File: config.mk
export PLATFORM = sky130hd
export DESIGN_NAME = phase_decimator
export DESIGN_NICKNAME = d
export VERILOG_FILES = /design/src/rtl/phase_decimator.sv
export SDC_FILE = /design/constraint.sdc
export NUM_CORES = 1
export LEC_CHECK = 0
export ABC_AREA = 1
export ABC_CLOCK_PERIOD_IN_PS = 2400
export CAP_MARGIN = 20
export CORE_MARGIN = 2
export CORE_UTILIZATION = 53
export DETAILED_ROUTE_END_ITERATION = 10
export PLACE_DENSITY_LB_ADDON = 0.1
export SLEW_MARGIN = 20
export SYNTH_ARGS = -nofsm -noshare
export SYNTH_HDL_FRONTEND = slang
export SYNTH_SLANG_ARGS = --single-unit
File: constraint.sdc
create_clock -name clk -period 2.4 [get_ports clk]
set_clock_uncertainty 0.05 [all_clocks]
set_input_delay 0.72 -clock clk [delete_from_list [all_inputs] [get_ports clk]]
set_output_delay 0.72 -clock clk [all_outputs]
set_load 0.03 [all_outputs]
File: src/rtl/phase_decimator.sv
// rtl/phase_decimator.sv - phase-aligned windowed averager with a 2-entry output buffer
module phase_decimator #(
   parameter int DATA_W     = 8,
   parameter int DECIM_LOG2 = 2,
   parameter int PHASE_W    = 10
) (
   input  logic                          clk,
   input  logic                          rst_n,
   input  logic                          en,
   input  logic [PHASE_W-1:0]            subsample_phase,
   input  logic [DATA_W-1:0]             sample_in,
   output logic                          out_valid,
   input  logic                          out_ready,
   output logic [DATA_W-1:0]             out_data,
   output logic [PHASE_W-DECIM_LOG2-1:0] out_tag,
   output logic                          overflow,
   input  logic                          clr_overflow
);

   localparam int ACC_W = DATA_W + DECIM_LOG2;
   localparam int TAG_W = PHASE_W - DECIM_LOG2;

   typedef enum logic [1:0] {IDLE, SYNC, ACCUM} state_t;

   state_t            state_q, state_d;
   logic [ACC_W-1:0]  acc_q, acc_d;
   logic [ACC_W-1:0]  sum;
   logic [ACC_W-1:0]  sample_ext;
   logic [DECIM_LOG2-1:0] lo;
   logic              start_c, end_c, push;
   logic [DATA_W-1:0] result;
   logic [TAG_W-1:0]  tag;

   assign lo         = subsample_phase[DECIM_LOG2-1:0];
   assign start_c    = (lo == '0);
   assign end_c      = (lo == '1);
   assign sample_ext = {{DECIM_LOG2{1'b0}}, sample_in};
   assign sum        = acc_q + sample_ext;
   // Dropping the low DECIM_LOG2 bits is the truncating divide by the window length.
   assign result     = sum[ACC_W-1:DECIM_LOG2];
   assign tag        = subsample_phase[PHASE_W-1:DECIM_LOG2];

   always_ff @(posedge clk or negedge rst_n) begin
      if (!rst_n) begin
         state_q <= IDLE;
         acc_q   <= '0;
      end else begin
         state_q <= state_d;
         acc_q   <= acc_d;
      end
   end

   always_comb begin
      state_d = state_q;
      acc_d   = acc_q;
      push    = 1'b0;
      case (state_q)
         IDLE: begin
            if (en) begin
               if (start_c) begin
                  acc_d   = sample_ext;
                  state_d = ACCUM;
               end else begin
                  state_d = SYNC;
               end
            end
         end
         SYNC: begin
            if (!en) begin
               state_d = IDLE;
            end else if (start_c) begin
               acc_d   = sample_ext;
               state_d = ACCUM;
            end
         end
         ACCUM: begin
            if (!en) begin
               state_d = IDLE;
               acc_d   = '0;
            end else if (start_c) begin
               acc_d = sample_ext;
            end else if (end_c) begin
               push = 1'b1;
            end else begin
               acc_d = sum;
            end
         end
         default: state_d = IDLE;
      endcase
   end

   logic              head_vld_q, head_vld_d, tail_vld_q, tail_vld_d;
   logic [DATA_W-1:0] head_data_q, head_data_d, tail_data_q, tail_data_d;
   logic [TAG_W-1:0]  head_tag_q, head_tag_d, tail_tag_q, tail_tag_d;
   logic              ovf_q, ovf_d, pop, drop;

   assign pop = head_vld_q && out_ready;

   // The pop is applied first so a push in the same cycle sees the freed slot.
   always_comb begin
      head_vld_d  = head_vld_q;
      tail_vld_d  = tail_vld_q;
      head_data_d = head_data_q;
      head_tag_d  = head_tag_q;
      tail_data_d = tail_data_q;
      tail_tag_d  = tail_tag_q;
      drop        = 1'b0;
      if (pop) begin
         if (tail_vld_q) begin
            head_data_d = tail_data_q;
            head_tag_d  = tail_tag_q;
            tail_vld_d  = 1'b0;
         end else begin
            head_vld_d = 1'b0;
         end
      end
      if (push) begin
         if (!head_vld_d) begin
            head_data_d = result;
            head_tag_d  = tag;
            head_vld_d  = 1'b1;
         end else if (!tail_vld_d) begin
            tail_data_d = result;
            tail_tag_d  = tag;
            tail_vld_d  = 1'b1;
         end else begin
            drop = 1'b1;
         end
      end
      ovf_d = drop ? 1'b1 : (clr_overflow ? 1'b0 : ovf_q);
   end

   always_ff @(posedge clk or negedge rst_n) begin
      if (!rst_n) begin
         head_vld_q  <= 1'b0;
         tail_vld_q  <= 1'b0;
         head_data_q <= '0;
         head_tag_q  <= '0;
         tail_data_q <= '0;
         tail_tag_q  <= '0;
         ovf_q       <= 1'b0;
      end else begin
         head_vld_q  <= head_vld_d;
         tail_vld_q  <= tail_vld_d;
         head_data_q <= head_data_d;
         head_tag_q  <= head_tag_d;
         tail_data_q <= tail_data_d;
         tail_tag_q  <= tail_tag_d;
         ovf_q       <= ovf_d;
      end
   end

   assign out_valid = head_vld_q;
   assign out_data  = head_data_q;
   assign out_tag   = head_tag_q;
   assign overflow  = ovf_q;

endmodule

==> impl_summary.txt <==
----------------------------------------------------
[Power and ir drop]
  Clock network fraction of design power ... 19.5%
  Switching share of power ... 37.84%
  Static leakage ... 0.001709 uW
  Power Density ... 883.2 nW/um^2
  Largest voltage drop on the vdd net ... around 0.44 mV
  Proportion of power drawn by combinational gates ... 42.6%
  Reg power frac ... around 38%
  Power dissipated by switching net loads ... 1091 uW
  Internal portion of total power ... 1791 uW

[Critical path]
  Cell-by-cell trace of the critical path ... clkdlybuf4s50_1, ha_1, fa_1, nand2_1, nand3_2, nand2_2, xor2_2, nand2b_1, nand3_1
  Type of element launching the critical path ... input port
  Required time of the critical path ... between 2 and 3 ns
  Worst setup path class ... input port to register
  Arrival time of data at the critical path endpoint ... 2.44 ns
  Standard cell with the maximum stage delay on the critical path ... sky130_fd_sc_hd__clkdlybuf4s50_1
  Critical Path End Type ... register
  Critical path's largest stage delay ... around 0.42 ns
  Max FO, Critical Path ... 3

[Timing]
  Final Max Slew Viols ... 0
  Final Hold Fails ... 0
  Minimum clock period ... 2.302 ns
  RSZ-0062 raised after global routing ... no
  Pin slew with the least headroom to its limit ... 0.4862 ns
  Final Setup Violations ... 0
  Final worst path period share ... 95.92%
  Highest clock rate ... ~0.43 GHz
  Relative slew slack ... about two thirds

[Job]
  Number of violations of the max-capacitance limit ... 0

[Run status]
  Status ... completed

[Finish]
  Area added between synthesis and finish ... 26.54%
  Layout cell share with drive strength beyond 1 ... 11.36%
  Non-filler cells, final ... 450
  Layout Nets ... 428
  Share of the core filled with cells in the final layout ... between 60% and 70%
  Count of inserted antenna diode cells ... 0

[Global route]
  Overflow left after global routing ... 0
  Vias in the first global route ... around 2200
  Wire length of the first global-routing pass ... 9867 um
  Initial antenna violation count ... 0
  Global router's overall resource usage ... 24.10%
  Pin count of the biggest net entering global routing ... 20

[Detailed routing]
  Initial DRT Pass Iterations ... 5
  First DRT Iteration DRCs ... 108
  Vias after detailed routing ... 2361
  Average wire length per cell after detail routing ... 13.20 um
  Final antenna-violating net count ... 0
  DRC ... 0
  Routed WL ... slightly below 6000 um
  Drt via density ... 5.247

[Placed design]
  Final HPWL from detailed placement ... 4575 um
  Last weighted congestion value of the routability-driven placer ... 0.8739
  Placed cell count ... 443
  Port Buf Inserts ... 40

[Hold path]
  Min-delay worst type ... input port to asynchronous set/reset pin

[Clocking]
  Root buf cell ... sky130_fd_sc_hd__clkbuf_8
  Clock input transition at the sequential cells of the worst setup and hold paths ... 0.09 ns
  Post-CTS setup buffers ... 0
  Clock tree from TritonCTS ... built
  Total clock sinks ... 47
  H-tree depth ... 2
  Worst-Skew Late Latency ... 0.30 ns
  Total CTS buffers ... 5
  Buffer depth of the longest clock path ... 2

[Floorplan]
  Number of top-level pins ... 41
  Total Die Area ... 5440 sq um
  Row cnt ... 25
  Core area ... about 4700 sq um
  Die Width ... 73.76 um
  Starting density of the core ... 54.96%
  Die Y ... 73.76 um

[Logic synthesis]
  Largest area contributor in the synthesized netlist ... sky130_fd_sc_hd__dfrtp_1
  Mapped Avg Cell Area ... 7.675 sq um
  Commonest cells in the synthesized netlist ... sky130_fd_sc_hd__nand2_1 (127), sky130_fd_sc_hd__dfrtp_1 (47), sky130_fd_sc_hd__nand3_1 (43)
  Number of synthesis warnings ... 0
  Most used DFF post-synth ... sky130_fd_sc_hd__dfrtp_1
  Most numerous cell in the Yosys netlist ... sky130_fd_sc_hd__nand2_1
  Distinct cells, synth ... 28
  Synth top area cells ... sky130_fd_sc_hd__dfrtp_1 (46%), sky130_fd_sc_hd__nand2_1 (18%), sky130_fd_sc_hd__nand3_1 (8.3%)
  Syn Std Cell Area ... 2579 sq um
  Number of flip-flops and latches in the synthesized netlist ... 47
  Proportion of synthesized chip area in sequential cells ... 45.61%
  Post-synth EDFFs ... 0
  Share of flip-flops with an asynchronous set or reset ... 100.0%
  Share of the synthesized area in the top cell type ... a little under half
  Post-synthesis net count ... 368
  Number of instances in the synthesized netlist ... 336

----------------------------------------------------
[worst max-delay path: cells and delay by family]
family	cells	cell delay, ns
xor+xnor	1	0.18
buf+inv	1	0.42
fa+ha+maj	2	0.62
simple gates	5	0.50
[power by group through the flow]
| stage | Combinational (uW) | Sequential [uW] | Clock [uW] |
|---|---|---|---|
| after CTS | 1220 | 1090 | 573 |
| after floorplan | 516 | 1310 | 0 |
| final | 1230 | 1090 | 563 |
| after global routing | 1350 | 1110 | 602 |
| after global placement | 1200 | 1100 | 0 |
| after detailed placement | 1220 | 1100 | 0 |
[sequential cells by signal (all words and copies together) (netlist names)]
signal and count:
acc_q 10, out_data 8, out_tag 8, out_valid 1
overflow 1, state_q 2, tail_data_q 8, tail_tag_q 8
tail_vld_q 1
[cells in the final DEF (no fill, tap or decap), types with 2 or more instances in the layout]
master                              n
sky130_fd_sc_hd__nand3b_1           3
sky130_fd_sc_hd__ha_1               8
sky130_fd_sc_hd__dfrtp_1           47
sky130_fd_sc_hd__clkdlybuf4s50_1   39
sky130_fd_sc_hd__a21oi_1            7
sky130_fd_sc_hd__clkbuf_8           5
sky130_fd_sc_hd__a21boi_0           3
sky130_fd_sc_hd__nor2_1            22
sky130_fd_sc_hd__inv_2              2
sky130_fd_sc_hd__mux2_2             3
sky130_fd_sc_hd__nand2_2            4
sky130_fd_sc_hd__inv_1             27
sky130_fd_sc_hd__a31oi_1            8
sky130_fd_sc_hd__nand3_1           42
sky130_fd_sc_hd__nor2_4             4
sky130_fd_sc_hd__o21ai_0           10
sky130_fd_sc_hd__nand2_1          126
sky130_fd_sc_hd__buf_4             21
[stage by stage]
step,area [sq um],total power (uW),hold WS (ns),setup slack (ns),setup TNS (ns)
after floorplan,2579,1825,0.3744,0.3037,0
after CTS,3248,2886,0.2601,0.02216,0
after detailed placement,3146,2319,0.4113,-0.3069,-2.510
final,3263,2882,0.2540,0.09801,0
after global routing,3263,3068,0.2621,0.004184,0
after global placement,3146,2295,0.4034,-0.2056,-1.800
[metal layers]
layer	GRT usage, %	routed length [um]	vias to the layer above
li1	-	-	1196
met1	29.72	2620	1101
met3	5.624	239	8
met2	40.97	2971	56
met4	8.889	110	0
met5	0	0	-
[area by class of cell]
class | count | area, sq um
fillers | 426 | 1429
multi-input cells | 251 | 1249
flip-flops and latches | 47 | 1176
repair buffers | 61 | 553.0
inverters | 30 | 115.1
clock buffers | 6 | 72.57
well taps | 54 | 67.56
clock inverters | 1 | 30.03
[cells by family after synthesis]
group / share of synthesized area (%)
buffers and inverters: 6.550
AND/OR/NAND/NOR: 34.55
adder cells (fa/ha/maj): 4.658
flip-flops: 45.61
XOR/XNOR: 0.6794
multiplexers: 1.310
AO/OA/AOI/OAI: 6.647
[repair_timing]
| action | in CTS | in global routing |
|---|---|---|
| gates resized for setup | 0 | 3 |
| hold buffers | 0 | 0 |
| setup endpoints to repair | 0 | 2 |
[final timing paths]
path,end,from,cells past startpoint,slack (ns)
max,acc_q[4]$_DFFE_PN0P_,sample_in[0],9,0.1
min reg2reg,tail_tag_q[0]$_DFFE_PN0P_,tail_tag_q[0]$_DFFE_PN0P_,2,0.43
max in group asynchronous,acc_q[0]$_DFFE_PN0P_,rst_n,2,1.48
min,out_tag[6]$_DFF_PN0_,rst_n,1,0.25
max reg2reg,acc_q[4]$_DFFE_PN0P_,acc_q[0]$_DFFE_PN0P_,8,0.58
min in group clk,tail_tag_q[0]$_DFFE_PN0P_,tail_tag_q[0]$_DFFE_PN0P_,2,0.43
(Power assumes the default switching activity.)
